===== src/rtl/summ_sa_ctrl.sv =====
`default_nettype none
// ============================================================================
//  Module      : summ_sa_ctrl
//  Description : Per-focal-point sequencer for the summ_sa accumulator: clears,
//                streams NUM_CHANNELS samples, latches and hands off each sum.
//  Revision    : 1.0 - initial release
// ============================================================================
module summ_sa_ctrl #(
    parameter int DATA_WIDTH   = 16,
    parameter int NUM_CHANNELS = 4,
    parameter int SUM_WIDTH    = DATA_WIDTH + $clog2(NUM_CHANNELS),
    parameter int POINT_WIDTH  = 12,
    parameter int TIMEOUT      = 16
) (
    input  logic                   clk,
    input  logic                   reset,
    input  logic                   frame_start,
    input  logic [POINT_WIDTH-1:0] num_points,
    input  logic                   in_valid,
    input  logic [DATA_WIDTH-1:0]  in_data,
    output logic                   in_ready,
    output logic                   start_sum,
    output logic                   sum_en,
    output logic [DATA_WIDTH-1:0]  delayed_sample,
    output logic                   done_channel,
    input  logic [SUM_WIDTH-1:0]   sum_result,
    input  logic                   sum_valid,
    output logic                   out_valid,
    output logic [SUM_WIDTH-1:0]   out_data,
    output logic [POINT_WIDTH-1:0] out_index,
    input  logic                   out_ready,
    output logic                   busy,
    output logic                   frame_done,
    output logic                   timeout_err
);

    localparam int c_CH_W = $clog2(NUM_CHANNELS);
    localparam int c_TO_W = $clog2(TIMEOUT + 1);
    localparam logic [c_CH_W-1:0]      c_LAST_CH = c_CH_W'(NUM_CHANNELS - 1);
    localparam logic [c_TO_W-1:0]      c_TO_LAST = c_TO_W'(TIMEOUT - 1);
    localparam logic [POINT_WIDTH-1:0] c_ONE_PT  = POINT_WIDTH'(1);

    typedef enum logic [2:0] {
        S_IDLE   = 3'd0,
        S_START  = 3'd1,
        S_ACCUM  = 3'd2,
        S_LATCH  = 3'd3,
        S_WAIT   = 3'd4,
        S_OUTPUT = 3'd5,
        S_DONE   = 3'd6
    } state_t;

    state_t                 r_state;
    logic [POINT_WIDTH-1:0] r_num_points;
    logic [c_CH_W-1:0]      r_chan_cnt;
    logic [c_TO_W-1:0]      r_wait_cnt;
    logic [SUM_WIDTH-1:0]   r_out_data;
    logic [POINT_WIDTH-1:0] r_out_index;
    logic                   r_in_ready;
    logic                   r_start_sum;
    logic                   r_done_channel;
    logic                   r_out_valid;
    logic                   r_busy;
    logic                   r_frame_done;
    logic                   r_timeout_err;
    logic                   w_accept;

    // The sample path is combinational so an offered sample is summed in the
    // same cycle it is accepted.
    assign w_accept       = r_in_ready & in_valid;
    assign sum_en         = w_accept;
    assign delayed_sample = w_accept ? in_data : '0;

    assign in_ready     = r_in_ready;
    assign start_sum    = r_start_sum;
    assign done_channel = r_done_channel;
    assign out_valid    = r_out_valid;
    assign out_data     = r_out_data;
    assign out_index    = r_out_index;
    assign busy         = r_busy;
    assign frame_done   = r_frame_done;
    assign timeout_err  = r_timeout_err;

    always_ff @(posedge clk) begin
        if (reset) begin
            r_state        <= S_IDLE;
            r_num_points   <= '0;
            r_chan_cnt     <= '0;
            r_wait_cnt     <= '0;
            r_out_data     <= '0;
            r_out_index    <= '0;
            r_in_ready     <= 1'b0;
            r_start_sum    <= 1'b0;
            r_done_channel <= 1'b0;
            r_out_valid    <= 1'b0;
            r_busy         <= 1'b0;
            r_frame_done   <= 1'b0;
            r_timeout_err  <= 1'b0;
        end else begin
            r_start_sum    <= 1'b0;
            r_done_channel <= 1'b0;
            r_frame_done   <= 1'b0;
            case (r_state)
                S_IDLE: begin
                    if (frame_start) begin
                        r_num_points  <= num_points;
                        r_timeout_err <= 1'b0;
                        r_busy        <= 1'b1;
                        if (num_points == '0) begin
                            r_frame_done <= 1'b1;
                            r_state      <= S_DONE;
                        end else begin
                            r_start_sum <= 1'b1;
                            r_state     <= S_START;
                        end
                    end
                end
                S_START: begin
                    r_chan_cnt <= '0;
                    r_in_ready <= 1'b1;
                    r_state    <= S_ACCUM;
                end
                S_ACCUM: begin
                    if (w_accept) begin
                        if (r_chan_cnt == c_LAST_CH) begin
                            r_in_ready     <= 1'b0;
                            r_done_channel <= 1'b1;
                            r_state        <= S_LATCH;
                        end else begin
                            r_chan_cnt <= r_chan_cnt + 1'b1;
                        end
                    end
                end
                S_LATCH: begin
                    r_wait_cnt <= '0;
                    r_state    <= S_WAIT;
                end
                S_WAIT: begin
                    if (sum_valid) begin
                        r_out_data  <= sum_result;
                        r_out_valid <= 1'b1;
                        r_state     <= S_OUTPUT;
                    end else if (r_wait_cnt == c_TO_LAST) begin
                        // Accumulator never answered: abandon the frame.
                        r_timeout_err <= 1'b1;
                        r_busy        <= 1'b0;
                        r_state       <= S_IDLE;
                    end else begin
                        r_wait_cnt <= r_wait_cnt + 1'b1;
                    end
                end
                S_OUTPUT: begin
                    if (out_ready) begin
                        r_out_valid <= 1'b0;
                        if (r_out_index == r_num_points - c_ONE_PT) begin
                            r_frame_done <= 1'b1;
                            r_state      <= S_DONE;
                        end else begin
                            r_out_index <= r_out_index + c_ONE_PT;
                            r_start_sum <= 1'b1;
                            r_state     <= S_START;
                        end
                    end
                end
                S_DONE: begin
                    r_out_index <= '0;
                    r_busy      <= 1'b0;
                    r_state     <= S_IDLE;
                end
                default: r_state <= S_IDLE;
            endcase
        end
    end

endmodule
`default_nettype wire

===== config.mk =====
export PLATFORM = sky130hd
export DESIGN_NAME = summ_sa_ctrl
export DESIGN_NICKNAME = d
export VERILOG_FILES = /design/src/rtl/summ_sa_ctrl.sv
export SDC_FILE = /design/constraint.sdc
export NUM_CORES = 1
export LEC_CHECK = 0
export CAP_MARGIN = 40
export CORE_ASPECT_RATIO = 2
export CORE_MARGIN = 2
export CORE_UTILIZATION = 43
export CTS_BUF_LIST = sky130_fd_sc_hd__clkbuf_8
export DETAILED_ROUTE_END_ITERATION = 6
export GPL_ROUTABILITY_DRIVEN = 0
export PLACE_DENSITY = 0.9
export SLEW_MARGIN = 20
export SYNTH_ARGS = -nofsm -noshare
export SYNTH_HDL_FRONTEND = slang
export SYNTH_SLANG_ARGS = --single-unit

===== constraint.sdc =====
create_clock -name clk -period 2.39 [get_ports clk]
set_input_delay 0.478 -clock clk [delete_from_list [all_inputs] [get_ports clk]]
set_output_delay 0.478 -clock clk [all_outputs]
set_load 0.02 [all_outputs]

==> results.toml <==
[route]
avgRoutedWirePerCell_um = 15.41
ant_nets = 0
avgViaCountPerCell = 5.572
drt-initial-drc-count = 280
drc_errors = 0
first_pass_iters = 4
wirelength_um = 9800
via_count = 3544

[cts]
clk_latency_ps = 350
cts.path.max_buffers = 2
root_buffer = "clkbuf_8"
tritoncts = "yes"
cts.sinks = 59
htree_levels = 3
path_clk_slew_ps = 70
postCtsHoldBufs = 0
cts_buffers = 9

[die]
row_count = 44
dieHeight_um = 125.1
design.die.area_um2 = 8072
start_util = 0.4404
die_width_um = 64.54
pin_count = 106
core-area_um2 = 7157

[worst_hold_path]
worstHoldStart = "out_data[5]"
hold_class = "register to register"

[power]
p_total_uw = 3187
p_per_area_nw_per_um2 = 635.3
power.leakage_uw = 0.002103
vdd_drop_max_v = 0.0003416

[cells_and_area]
final_cell_mix = "90 x clkdlybuf4s50_1, 82 x nand2_1, 53 x dfxtp_1, 46 x a21oi_1, 39 x buf_4"
final_util = 0.7009
antennaDiodeCount = 0
area_growth_pct = 59.15
layout.nets = 596
final_common_cell = "clkdlybuf4s50_1"
drive_above_1_share = 0.2022

[worst_setup_path]
cp_top_family = "simple AND/OR/NAND/NOR gates"
critPathMaxFanout = 7
cp.required_ps = 2660
startpoint = "r_num_points[3]"
reg2reg_setup_slack_ps = -90
cp_slowest_cell = "or4_1"
worst_setup_path_end_kind = "register"
cp_common_cell = "buf_6"
start_kind = "register"
cp_num_buf_inv = 3
slowest_delay_ps = 390
path_cells = "buf_6, nor4_4, buf_6, and4_4, o21a_1, o31a_1, o31ai_4, buf_4, or4_1, a21oi_1"
critical_path_class = "register to register"
r2r-start = "r_num_points[3]"
critPathArrivalTime_ps = 2750

[synth]
ys_seq_elements = 59
synth_edf_count = 0
yosysUniqueCellTypes = 58
postSynth.asyncResetShare = 0
ys_seq_area_frac = 0.3748
syn_area_per_cell_um2 = 7.860
netlist_area_um2 = 3152
ys.flop_type = "dfxtp_1"
yosys_warnings = 0
synth_cells = 401
synth_fp_nets = 458

[timing]
skew_ps = 7.161
maxSlewViolCount = 0
fmax_ghz = 0.4035
min_period_ps = 2478
finalSetupViolations = 10
setup_ws_ps = -88.44
worstMarginPinSlew_ps = 605.1
relSlewSlack = 0.5966
final-hold-violation-count = 0
rsz0062_at_grt = "true"
period_share = 1.037

[status]
violations = "setup timing"
status = "finished, violations left"

[global_route]
grt-ovfl-total = 0
track_usage = 0.2355
grt_max_degree = 27
grt_pass1_wl_um = 15120
grt_pass1_vias = 3352
antenna_found_initial = 0

[job]
maxCapViolCount = 0

[place]
dpl.hpwl_um = 6823
io_buffer_count = 105
==> cell usage after synthesis, types with 3 or more instances <==
cell,count,area [µm²]
nor3_1,9,45.04
a21oi_1,47,235.2
inv_1,9,33.78
or3_1,11,68.82
a21oi_2,6,52.55
nand3_1,11,55.05
xor2_1,7,61.31
a211oi_1,3,22.52
ha_1,5,62.56
a41oi_1,3,26.28
o21ai_2,6,52.55
nand3b_1,3,22.52
dfxtp_1,59,1181
nor2b_1,3,18.77
nand4_1,6,37.54
and3_1,21,131.4
nand2_1,83,311.6
nor2_1,23,86.33
xnor2_1,4,35.03
nor4_1,6,37.54
o31ai_1,6,45.04
and2_1,5,31.28
clkbuf_1,20,75.07
o41ai_1,3,26.28
o31a_1,3,26.28
==> per-layer routing <==
layer / GRT usage / up-vias / wire (µm)
met5: 0 / - / 0
met4: 0.09136 / 0 / 267
met3: 0.06835 / 25 / 666
met2: 0.3977 / 144 / 5041
met1: 0.2765 / 1662 / 3825
li1: - / 1713 / -
==> cell type report <==
class | count | area (µm²)
clock buffer | 11 | 151.4
multi-input combinational | 309 | 1979
timing repair buffer | 151 | 1469
inverter | 9 | 33.78
fill | 562 | 2141
clock inverter | 5 | 76.32
sequential | 59 | 1191
tap | 92 | 115.1
==> what timing repair did <==
action | 4_1_cts | 5_1_grt
endpoints found under the setup margin | 15 | 33
gates cloned | 0 | 0
resized for setup | 19 | 33
pin swaps | 8 | 8
setup buffers | 5 | 2
==> sequential cells by signal, summed over array words and instances, names as in the netlist, 2 cells and up <==
register,cells
out_data,18
out_index,12
r_chan_cnt,2
r_wait_cnt,5
r_state,3
r_num_points,12
==> tightest hold or removal path, stage by stage (launching register included) <==
cell	delay (ps)
dfxtp_1	310
nand2_1	50
a21oi_1	50
==> final timing paths <==
path	to	cells past startpoint
worst max-delay path	out_index[10]	10
worst min-delay path	out_data[5]	2
worst max register to register	out_index[10]	10
worst min register to register	out_data[5]	2
==> power by group <==
part	total (µW)	internal, µW	switching, µW
combinational	1020	505	517
sequential	1120	1040	80.6
clock	1040	638	404
total	3190	2190	1000
==> cells by family after synthesis <==
kind of cell    share of synthesized area
compound gates                     0.2160
xor+xnor                          0.03573
fa+ha+maj                         0.01985
buf+inv                           0.04962
flops                              0.3748
simple gates                       0.3041
==> stage by stage <==
stage	worst slack [ps]	TNS (ps)	cells	cell area, µm²	hold slack, ps
floorplan	-66.03	-169.5	401	3177	447.8
global placement	-34.00	-197.9	613	4516	440.8
detailed placement	-87.27	-874.8	613	4516	448.4
CTS	-35.28	-208.4	634	4868	457.7
global route	-190.5	-1868	636	5016	479.6
finish	-88.44	-535.6	636	5016	454.5
Power figures use the tool's default switching activity.
